File: src/rtl/mpu_pkg.sv
`default_nettype none
// ============================================================================
// Module      : mpu_pkg
// Description : Shared types and constants for the MPU6050 burst reader:
//               FSM state encoding, sensor register map, sample slot indices.
// Revision    : 1.0 - initial release
// ============================================================================
package mpu_pkg;

    typedef enum logic [1:0] {
        ST_IDLE    = 2'd0,
        ST_CMD     = 2'd1,
        ST_COLLECT = 2'd2,
        ST_PUBLISH = 2'd3
    } state_t;

    // MPU6050 register map entries and bus address
    localparam logic [7:0] c_ACCEL_XOUT_H = 8'h3B;
    localparam logic [7:0] c_PWR_MGMT_1   = 8'h6B;
    localparam logic [6:0] c_DEV_ADDR     = 7'h68;

    // Sample slots in burst order (each slot = one big-endian byte pair)
    localparam int c_NUM_SAMPLES = 7;
    localparam int c_IDX_ACCEL_X = 0;
    localparam int c_IDX_ACCEL_Y = 1;
    localparam int c_IDX_ACCEL_Z = 2;
    localparam int c_IDX_TEMP    = 3;
    localparam int c_IDX_GYRO_X  = 4;
    localparam int c_IDX_GYRO_Y  = 5;
    localparam int c_IDX_GYRO_Z  = 6;

endpackage
`default_nettype wire

File: src/rtl/mpu_burst_reader_sat_counter8.sv
`default_nettype none
// ============================================================================
// Module      : sat_counter8
// Description : 8-bit event counter that sticks at 8'hFF instead of wrapping.
// Revision    : 1.0 - initial release
// ============================================================================
module sat_counter8 (
    input  logic       clk,
    input  logic       rst,
    input  logic       inc,
    output logic [7:0] count
);

    // Count enabled events, holding at full scale
    always_ff @(posedge clk) begin
        if (rst) begin
            count <= 8'd0;
        end else if (inc && (count != 8'hFF)) begin
            count <= count + 8'd1;
        end
    end

endmodule
`default_nettype wire

File: src/rtl/mpu_burst_reader.sv
`default_nettype none
// ============================================================================
// Module      : mpu_burst_reader
// Description : On each sample tick, issues a 14-byte burst read of the
//               MPU6050 data registers, assembles the big-endian stream into
//               seven signed samples and publishes them with a one-cycle
//               data_valid pulse. Counts dropped ticks and aborted bursts.
// Revision    : 1.0 - initial release
// ============================================================================
module mpu_burst_reader
    import mpu_pkg::*;
#(
    parameter logic [6:0] DEV_ADDR    = c_DEV_ADDR,
    parameter logic [7:0] START_REG   = c_ACCEL_XOUT_H,
    parameter int         NUM_BYTES   = 14,
    parameter int         TIMEOUT_CYC = 50_000
) (
    input  logic               clk,
    input  logic               rst,
    input  logic               init_done,
    input  logic               is_read,
    output logic               cmd_valid,
    input  logic               cmd_ready,
    output logic [6:0]         cmd_dev,
    output logic [7:0]         cmd_reg,
    output logic [3:0]         cmd_len,
    input  logic               rx_valid,
    input  logic [7:0]         rx_data,
    input  logic               rx_last,
    input  logic               rx_err,
    output logic signed [15:0] accel_x,
    output logic signed [15:0] accel_y,
    output logic signed [15:0] accel_z,
    output logic signed [15:0] temp_raw,
    output logic signed [15:0] gyro_x,
    output logic signed [15:0] gyro_y,
    output logic signed [15:0] gyro_z,
    output logic               data_valid,
    output logic               busy,
    output logic [7:0]         overrun_cnt,
    output logic [7:0]         err_cnt
);

    localparam int         TCNT_W   = $clog2(TIMEOUT_CYC + 1);
    localparam logic [3:0] LAST_IDX = 4'(NUM_BYTES - 1);
    localparam logic [3:0] FULL_IDX = 4'(NUM_BYTES);

    state_t              r_state;
    logic                r_cmd_valid;
    logic                r_busy;
    logic                r_data_valid;
    logic [3:0]          r_idx;
    logic [TCNT_W-1:0]   r_tcnt;
    logic [7:0]          r_shadow  [NUM_BYTES];
    logic [15:0]         r_samples [c_NUM_SAMPLES];

    logic [7:0]          w_bytes   [NUM_BYTES];
    logic                w_timeout;
    logic                w_done;
    logic                w_abort;
    logic                w_overrun;

    // Command fields are static for this reader
    assign cmd_dev   = DEV_ADDR;
    assign cmd_reg   = START_REG;
    assign cmd_len   = 4'(NUM_BYTES);
    assign cmd_valid = r_cmd_valid;
    assign busy      = r_busy;
    assign data_valid = r_data_valid;

    assign accel_x  = r_samples[c_IDX_ACCEL_X];
    assign accel_y  = r_samples[c_IDX_ACCEL_Y];
    assign accel_z  = r_samples[c_IDX_ACCEL_Z];
    assign temp_raw = r_samples[c_IDX_TEMP];
    assign gyro_x   = r_samples[c_IDX_GYRO_X];
    assign gyro_y   = r_samples[c_IDX_GYRO_Y];
    assign gyro_z   = r_samples[c_IDX_GYRO_Z];

    assign w_timeout = (r_tcnt == TCNT_W'(TIMEOUT_CYC - 1));

    // A tick seen in any busy state (PUBLISH included) is dropped, never queued
    assign w_overrun = is_read && (r_state != ST_IDLE);

    // Completed buffer as seen on the final-byte cycle: the last byte is
    // taken straight from the bus so publish happens one cycle after it
    always_comb begin
        w_bytes = r_shadow;
        w_bytes[NUM_BYTES-1] = rx_data;
    end

    // Burst completion and abort decisions; rx_err outranks everything,
    // and a good final byte outranks a timeout landing on the same cycle
    always_comb begin
        w_done  = 1'b0;
        w_abort = 1'b0;
        case (r_state)
            ST_CMD: begin
                w_abort = !cmd_ready && w_timeout;
            end
            ST_COLLECT: begin
                w_done  = !rx_err && rx_valid && rx_last && (r_idx == LAST_IDX);
                w_abort = rx_err ||
                          (!w_done && ((rx_valid && (rx_last || (r_idx == FULL_IDX))) ||
                                       w_timeout));
            end
            default: ;
        endcase
    end

    // Burst sequencer: command issue, byte collection and sample publish
    always_ff @(posedge clk) begin
        if (rst) begin
            r_state      <= ST_IDLE;
            r_cmd_valid  <= 1'b0;
            r_busy       <= 1'b0;
            r_data_valid <= 1'b0;
            r_idx        <= 4'd0;
            r_tcnt       <= '0;
            for (int b = 0; b < NUM_BYTES; b++) begin
                r_shadow[b] <= 8'd0;
            end
            for (int k = 0; k < c_NUM_SAMPLES; k++) begin
                r_samples[k] <= 16'd0;
            end
        end else begin
            r_data_valid <= 1'b0;
            case (r_state)
                ST_IDLE: begin
                    if (is_read && init_done) begin
                        r_state     <= ST_CMD;
                        r_cmd_valid <= 1'b1;
                        r_busy      <= 1'b1;
                        r_tcnt      <= '0;
                    end
                end
                ST_CMD: begin
                    if (w_abort) begin
                        r_state     <= ST_IDLE;
                        r_cmd_valid <= 1'b0;
                        r_busy      <= 1'b0;
                    end else if (cmd_ready) begin
                        r_state     <= ST_COLLECT;
                        r_cmd_valid <= 1'b0;
                        r_idx       <= 4'd0;
                        r_tcnt      <= '0;
                    end else begin
                        r_tcnt <= r_tcnt + TCNT_W'(1);
                    end
                end
                ST_COLLECT: begin
                    if (w_abort) begin
                        r_state <= ST_IDLE;
                        r_busy  <= 1'b0;
                    end else if (w_done) begin
                        // Even byte is the high half of each sample
                        for (int k = 0; k < c_NUM_SAMPLES; k++) begin
                            r_samples[k] <= {w_bytes[2*k], w_bytes[2*k+1]};
                        end
                        r_data_valid <= 1'b1;
                        r_state      <= ST_PUBLISH;
                    end else begin
                        if (rx_valid) begin
                            r_shadow[r_idx] <= rx_data;
                            r_idx           <= r_idx + 4'd1;
                        end
                        r_tcnt <= r_tcnt + TCNT_W'(1);
                    end
                end
                ST_PUBLISH: begin
                    r_state <= ST_IDLE;
                    r_busy  <= 1'b0;
                end
                default: begin
                    r_state <= ST_IDLE;
                end
            endcase
        end
    end

    sat_counter8 u_overrun_cnt (
        .clk   (clk),
        .rst   (rst),
        .inc   (w_overrun),
        .count (overrun_cnt)
    );

    sat_counter8 u_err_cnt (
        .clk   (clk),
        .rst   (rst),
        .inc   (w_abort),
        .count (err_cnt)
    );

endmodule
`default_nettype wire

File: config.mk
export PLATFORM = sky130hd
export DESIGN_NAME = mpu_burst_reader
export DESIGN_NICKNAME = d
export VERILOG_FILES = /design/src/rtl/mpu_pkg.sv /design/src/rtl/mpu_burst_reader_sat_counter8.sv /design/src/rtl/mpu_burst_reader.sv
export SDC_FILE = /design/constraint.sdc
export NUM_CORES = 1
export LEC_CHECK = 0
export CORE_UTILIZATION = 49
export DETAILED_ROUTE_END_ITERATION = 6
export GPL_TIMING_DRIVEN = 0
export PLACE_DENSITY = 0.77
export SLEW_MARGIN = 30
export SYNTH_ARGS = -nofsm -noshare
export SYNTH_HDL_FRONTEND = slang
export SYNTH_HIERARCHICAL = 1
export SYNTH_SLANG_ARGS = --single-unit
File: constraint.sdc
create_clock -name clk -period 12.2 [get_ports clk]
set_input_delay 2.44 -clock clk [delete_from_list [all_inputs] [get_ports clk]]
set_output_delay 2.44 -clock clk [all_outputs]
set_load 0.01 [all_outputs]
; ---- Word-level counts from Yosys, hierarchy flattened
; Memory sizes are Yosys's and may differ from the RTL's.
; Cells that the tools add are included.
[totals]
register_bits = 153
ram_bits = 112
inputBits = 16
output_inout_bits = 150
elab_cells = 128
memories = 1
[op_classes]
addsub = 4
n_lt_le_gt_ge = 2
n_eq_ne = 17
mux = 43
n_bitwise = 10
n_reduce_logical = 29
[mem_list]
columns = memory, words, word_bits, read_ports, rd_clocked_by_memory_dff, write_ports, line
row1 = r_samples, 7, 16, 7, 0, 7, mpu_burst_reader.sv:55  ; logic [15:0] r_samples [c_NUM_SAMPLES];
[op_table]
columns = operator, count
row1 = 16-bit two-way mux, 12
row2 = 112-bit bitwise mux, 1
row3 = 16-bit one-hot mux with 3 select lines, 1
row4 = 8-bit demux with 4-bit select, 1
row5 = 4-bit two-way mux, 5
row6 = 16-bit by 1-bit adder with 16-bit output (second input constant), 1
row7 = 8-bit by 1-bit adder with 8-bit output (second input constant), 2
row8 = 16-bit equality test (second input constant), 1
row9 = 8-bit != test (second input constant), 2
row10 = 1-bit two-way mux, 12
row11 = 2-bit != test (second input constant), 6
row12 = 1-bit logical AND, 11
row13 = 2-bit two-way mux, 5
row14 = 4-bit equality test (second input constant), 2
row15 = 8-bit two-way mux, 1
row16 = 2-bit one-hot mux with 4 select lines, 1
row17 = 4-bit one-hot mux with 2 select lines, 1
row18 = 1-bit OR, 7
row19 = 3-bit by 2-bit != test with 1-bit output (second input constant), 2
row20 = 3-bit AND reduction, 2
row21 = 6-bit AND reduction, 1
row22 = 2-bit nonzero test, 3
row23 = 5-bit >= comparator (second input constant), 1
row24 = 5-bit by 1-bit less-than comparator with 1-bit output (second input constant), 1
row25 = other kinds (16), 23

; ---- Depth between registers and ports, before layout
; Gate-level depths: netlist (run 1).
[logic_depth]
ltp_word = 13
depth_mapped = 12
depth_no_buf = 10

; ---- Hierarchy
; The synthesis (run 1) kept the hierarchy.
[modules_own_cells]
columns = module, n_inst, cells_per_inst, area_each_um2, seq_area_each_um2
row1 = mpu_burst_reader, 1, 814, 9869.5, 5945.7
row2 = sat_counter8, 2, 46, 430.4, 160.2

; ---- Worst setup path after synthesis (run 1)
; Ideal clock, no wire load.
[synth_timing]
path_type = input-to-reg
startpoint = input rx_err
endpoint = memory r_samples[0][0], enable pin
setup_ps = 747
arrival_time_ps = 11799
required_ps = 11453
slack_ps = -347
cell_stages = 8
n_path_buf = 2
path_cell_list = nand4b_1 -> o21a_1 -> o21ai_2 -> a21bo_1 -> buf_6 -> buf_6 -> inv_1 -> o31ai_1
[synth_lines]
columns = item, line
row1 = "start, declared", mpu_burst_reader.sv:30  ; input logic rx_err,
row2 = "end, declared", mpu_burst_reader.sv:55

==> results of run 1 <==
==> critical path: stages <==
cell             delay (ps)
clkdlybuf4s50_1         710
buf_2                   350
inv_2                   210
clkbuf_1                480
clkbuf_1                560
o31ai_4                 250
buf_8                   220
buf_6                   160
buf_8                   160
buf_6                   160
==> cells by family (layout without fill, tap and decap cells) <==
logic type / Yosys count / count (layout)
simple gates: 339 / 339
buf+inv: 91 / 294
other cells: 2 / 19
fa+ha+maj: 11 / 11
mux: 108 / 108
flops: 257 / 257
compound gates: 98 / 98
==> power by group through the flow <==
stage,Clock (mW),Sequential (mW),Combinational (mW)
2_1_floorplan,0,0.963,0.0826
3_3_place_gp,0,0.955,0.172
3_5_place_dp,0,0.951,0.178
4_1_cts,0.786,0.933,0.179
5_1_grt,0.825,0.934,0.195
6_report,0.774,0.932,0.179
==> state kept, by name, summed over array words and instances, names as in the netlist <==
signal               count
r_shadow               104
busy                     1
data_valid               1
u_err_cnt/count          8
r_tcnt                  16
r_state                  2
r_idx                    4
r_samples              112
cmd_valid                1
u_overrun_cnt/count      8
==> final timing paths <==
| path | start | to | slack [ps] | cells past startpoint |
|---|---|---|---|---|
| hold reg to reg | r_shadow[44] | r_shadow[44] | 450 | 2 |
| hold / removal | r_shadow[44] | r_shadow[44] | 450 | 2 |
| setup reg to reg | r_state[0] | r_samples[0][4] | 8570 | 14 |
| setup / recovery | rst | r_samples[2][13] | 6760 | 10 |
==> final cells by class <==
type,instances,area [um^2],share of cell area (%)
Sequential cell,257,6270,46.2
Multi-Input combinational cell,575,4070,30.0
Timing Repair Buffer,155,1570,11.6
Clock buffer,40,764,5.63
Buffer,67,385,2.84
Tap cell,275,344,2.54
Inverter,24,90.1,0.664
Clock inverter,8,76.3,0.563
==> per-stage QoR <==
step                      power (mW)  setup slack, ps  cell area (um^2)  cells  util [%]
final                           1.89             6760             13600   1401      63.9
after global routing            1.95             6540             13600   1401      63.9
after CTS                       1.90             6790             13600   1401      63.9
after detailed placement        1.13             6240             12700   1353      60.0
after global placement          1.13              415             12600   1344      59.4
after floorplan                 1.05             3180             10800    923         -
==> per-layer routing <==
layer  track usage [%]  vias to the layer above  wire (um)
li1                  -                     3586          -
met1              29.7                     3548      10500
met2              36.3                      238      11300
met3              4.30                       50       1560
met4              6.06                        0        603
met5                 0                        -          0
==> cell usage in the layout (no fill, tap or decap), types with 4 or more instances in the layout <==
cell | Yosys | final
ha_1 | 11 | 11
dfxtp_1 | 145 | 145
a211oi_1 | 8 | 8
o21ai_1 | 4 | 4
nand4_1 | 13 | 13
o32ai_1 | 5 | 5
conb_1 | 2 | 19
nor4_1 | 4 | 4
o21bai_1 | 4 | 4
nor2_1 | 10 | 10
a21oi_1 | 26 | 26
clkbuf_8 | 0 | 4
mux2i_1 | 98 | 98
nand4_4 | 7 | 7
nor3_1 | 10 | 10
nor2b_1 | 12 | 12
and2_4 | 30 | 30
mux2_2 | 8 | 8
o22ai_1 | 4 | 4
and4_1 | 5 | 5
clkbuf_16 | 0 | 27
o21ai_0 | 7 | 7
nand2_1 | 127 | 127
clkbuf_1 | 35 | 44
nand3_1 | 19 | 19
nand4_2 | 5 | 5
a32o_1 | 6 | 6
edfxtp_1 | 112 | 112
and2_1 | 68 | 68
a31oi_1 | 7 | 7
clkdlybuf4s50_1 | 0 | 146
buf_6 | 8 | 14
buf_4 | 19 | 19
or4_1 | 4 | 4
inv_1 | 23 | 23
==> results.md, run 1 <==
- Status: completed
- Worst Max-Slew Pin Slew: 856 ps
- Final Setup Violations: 0
- Initial antenna violation count: 0
- EDFF count, synth: 112
- Commonest cells post-synth: 145 x dfxtp_1, 127 x nand2_1, 112 x edfxtp_1, 98 x mux2i_1, 68 x and2_1
- Worst skew pair latency: between 500 and 600 ps
- MaxCap Viol Count: 0
- Power density over the cells: around 140 nW/um^2
- GP Congestion: between 0.9 and 1
- RSZ-0062 raised after global routing: no
- Post-synthesis mux area share: between 10% and 20%
- Core Area: 21,200 um^2
- Slew Limit Fails: 0
- Synth top area share: 31.3%
- Cell Int Power: approximately 1.5 mW
- CTS Buf Count: 26
- Worst Path Required: 12,480 ps
- # IOs: 166
- DR iter-0 viols: 540
- Antenna Cells: 0
- Largest net degree at the start of global routing: 18
- Main combinational cell family by area after synthesis: simple AND/OR/NAND/NOR gates
- Maximum clock rate: 184 MHz
- Ranking of synthesized cells by area: edfxtp_1 31%, dfxtp_1 27%, mux2i_1 9.1%, nand2_1 4.4%, and2_1 4.0%
- Routed len/inst: between 15 and 20 um
- Clock skew: 10.2 ps
- ANT nets after route: 0
- Yosys reg bits: 257
- Root Driver: clkbuf_16
- Clock tree from TritonCTS: built
- TritonRoute pass-1 iters: 5
- Cts repair resizes: 0
- Final hold slack: around 450 ps
- Layout cell share with drive strength beyond 1: between 10% and 20%
- Post-synthesis sequential area ratio: 58.4%
- Total track usage: 22.1%
- Xor/xnor share of the synthesized area: 0%
- Comb pwr share: under 10%
- Final hold violations: 0
- Post-synthesis instance total: 906
- Crit start category: input pin
- Cell Area, Synth: 10,700 um^2
- Hold buffers post-CTS: 0
- Area grow syn2layout: 26.4%
- Post-synth top flop: dfxtp_1
- Fin nets: 1,133
- H-tree levels: 1
- Leak: approximately 5.5 nW
- Rel. slew slack: 42.9%
- Setup crit end kind: flip-flop
- Hold WC Path Type: reg2reg
- Drt total wl: 24.0 mm
- Die Footprint: 22,500 um^2
- PortBufs: 146
- Area leader, netlist: edfxtp_1
- Count leader, synth: dfxtp_1
- Setup TNS: 0 ps
- Post-synthesis simple-gate area fraction: 19.1%
- Reg clk slew, reported paths: 60 ps
- Cell variety after synth: 67
- Final Critical Period: 5440 ps
- VDD IR max: 0.110 mV
- CP Max Fanout: 17
- Die W: 150 um
- Fill count: 1,660
- Maximum clock path buffer count: 3
- Via count: 7,422
- Post-Synth Adder-Cell Area: roughly 1.3%
- Residual DRC: 0
- Vias per inst: around 5.3
- P_sw: 433 uW
- Total gr overflow: 0
- Post-DP HPWL: 17.0 mm
- CP Class: in2reg
- Asr flop ratio synth: 0%
- Starting Density: a little over 50%
- Synth Warn #: 6
- Part of the cycle the worst path needs: 44.6%
- Number of clock sinks: between 200 and 300
- Post-CTS setup buffer count: 0
- Reg power frac: 49.4%
- Row count: 53
- Arr. time, crit path: 5720 ps
- Avg Inst Size Synth: 11.8 um^2
- Vias in the first global route: 7,161
- Clock power share: 41.0%
- First-pass GRT wire length: 38.6 mm
- Die height: approximately 150 um
- Compound-Gate Fraction of Synth Area: 6.45%
- Sw Share: a little under a quarter
(Power assumes the default switching activity.)
==> run 2, diff against run 1 <==
==> constraint.sdc (replaced) <==
create_clock -name clk -period 4.43 [get_ports clk]
set_input_delay 0.886 -clock clk [delete_from_list [all_inputs] [get_ports clk]]
set_output_delay 0.886 -clock clk [all_outputs]
set_load 0.01 [all_outputs]
==> results.md, run 2 (synthesis results as in run 1) <==
- Tot Pwr: 5.17 mW (was 1.89 mW)
- Leak: 5.51 nW (was 5.52 nW)
- Routed len/inst: 16.6 um (was 17.1 um)
- Most common cell after layout, fill and taps aside: clkdlybuf4s50_1 (unchanged)
- Status: completed (unchanged)
- CTS Buf Count: 25 (was 26)
- Fin nets: 1,132 (was 1,133)
- Cts repair resizes: 0 (unchanged)
- Post-Place Cells: 1,353 (unchanged)
- Initial antenna violation count: 0 (unchanged)
- Worst Hold Depth: 2 (unchanged)
- VDD IR max: 0.228 mV (was 0.110 mV)
- Maximum clock path buffer count: 3 (unchanged)
- Post-DP HPWL: 16.0 mm (was 17.0 mm)
- Area grow syn2layout: 26.1% (was 26.4%)
- Final Critical Period: 4030 ps
- ANT nets after route: 0 (unchanged)
- Number of clock sinks: 257 (unchanged)
- Layout cell share with drive strength beyond 1: 12.8% (was 12.9%)
- Row count: 53 (unchanged)
- MaxCap Viol Count: 0 (unchanged)
- Clock skew: 12.0 ps (was 10.2 ps)
- Starting Density: 50.6% (unchanged)
- Worst reg2reg startpoint: r_state[0] (unchanged)
- Final Setup Violations: 0 (unchanged)
- Drt total wl: 23.2 mm (was 24.0 mm)
- Setup slack, reg-to-reg: 770 ps (was 8570 ps)
- CP Class: in2reg (unchanged)
- Hold endpoint: r_shadow[68] (was r_shadow[44])
- Worst Max-Slew Pin Slew: 905 ps (was 856 ps)
- Slew Limit Fails: 0 (unchanged)
- Part of the cycle the worst path needs: 91.0%
- Vias in the first global route: 6,988 (was 7,161)
- Total track usage: 20.6% (was 22.1%)
- Worst skew pair latency: 510 ps (was 530 ps)
- Die Footprint: 22,500 um^2 (unchanged)
- Largest net degree at the start of global routing: 18 (unchanged)
- Maximum clock rate: roughly 250 MHz
- CP Max Fanout: 17 (unchanged)
- Via count: 7,414 (was 7,422)
- Largest register FFs: 112 (unchanged)
- Reg-to-reg endpoint: r_samples[0][6] (was r_samples[0][4])
- Antenna Cells: 0 (unchanged)
- DP Area: 12,700 um^2 (about the same)
- Design area: 13,500 um^2 (was 13,600 um^2)
- GP Congestion: 0.886 (was 0.906)
- Total gr overflow: 0 (unchanged)
- Worst Path Required: 4700 ps (was 12,480 ps)
- First-pass GRT wire length: 36.3 mm (was 38.6 mm)
- Reg2Reg Depth: 15 (was 14)
- DR iter-0 viols: 511 (was 540)
- Reg with most FFs: r_samples (unchanged)
- Setup crit end kind: flip-flop (unchanged)
- # IOs: 166 (unchanged)
- Hold WC Path Type: reg2reg (unchanged)
- Reg clk slew, reported paths: 60 ps (about the same)
- Post-CTS setup buffer count: 0 (unchanged)
- Arr. time, crit path: 4300 ps (was 5720 ps)
- Root Driver: clkbuf_16 (unchanged)
- Residual DRC: 0 (unchanged)
- Vias per inst: 5.30 (about the same)
- Core Area: 21,200 um^2 (unchanged)
- PortBufs: 146 (unchanged)
- Power density over the cells: 382 nW/um^2 (was 139 nW/um^2)
- Post-route non-filler standard cell count: 1,398 (was 1,401)
- Top flop regs: r_samples (112), r_shadow (104), r_tcnt (16) (unchanged)
- Min-delay src: r_shadow[68] (was r_shadow[44])
- Crit start category: input pin (unchanged)
- Die height: 150 um (unchanged)
- Fin util: 63.8% (was 63.9%)
- Rel. slew slack: 39.7% (was 42.9%)
- Die W: 150 um (unchanged)
- Most frequent cells in the layout: 146 x clkdlybuf4s50_1, 145 x dfxtp_1, 127 x nand2_1 (unchanged)
- Final hold violations: 0 (unchanged)
- H-tree levels: 1 (unchanged)
- RSZ-0062 raised after global routing: no (unchanged)
- Hold buffers post-CTS: 0 (unchanged)
- Clock tree from TritonCTS: built (unchanged)
- TritonRoute pass-1 iters: 6 (was 5)
run 2: changes by cell type in the layout (fill, tap and decap cells not counted), sizes merged:
| cell | previous run | this run |
|---|---|---|
| bufinv | 1 | 3 |
| clkinv | 6 | 9 |
| clkbuf | 75 | 67 |
run 2: where the power goes:
part           leakage [nW]  internal (mW)  switching, mW
clock network         0.397           1.24          0.867
registers              2.23           2.53         0.0303
logic                  2.88          0.215          0.275
run 2: cell type report:
type                       count  area (um^2)
clock inverter                13          141
timing repair buffer         155         1570
clock buffer                  32          672
tap                          275          344
buffer                        67          389
inverter                      24         90.1
sequential                   257         6270
fill                        1653         7680
multi-input combinational    575         4070
run 2: worst max-delay path by stage:
stage / startpoint / to / depth (start not counted)
2_1_floorplan: rx_err / r_samples[0][0] / 8
3_3_place_gp: rx_valid / r_samples[0][6] / 9
3_5_place_dp: rst / r_samples[0][6] / 11
4_1_cts: rst / r_samples[5][0] / 11
5_1_grt: rst / r_samples[5][0] / 11
6_report: rst / r_samples[0][6] / 11
run 2: routing by layer:
layer	routed length (um)	vias to the layer above	global-route usage, %
li1	-	3575	-
met1	10100	3548	26.9
met2	11100	245	35.0
met3	1430	46	3.32
met4	556	0	6.21
met5	0	-	0
run 2: critical path: stages:
cell	delay, ps
clkdlybuf4s50_1	730
buf_2	360
inv_2	200
clkbuf_1	520
clkbuf_1	540
o31ai_4	170
buf_6	200
buf_6	170
buf_6	170
buf_8	160
buf_6	160
run 2: stage by stage:
step | setup TNS, ps | worst slack (ps) | hold slack, ps
floorplan | -99060 | -884 | 434
global placement | -301160 | -2700 | 440
detailed placement | -1730 | -116 | 449
CTS | 0 | 421 | 457
global route | 0 | 246 | 469
finish | 0 | 401 | 455
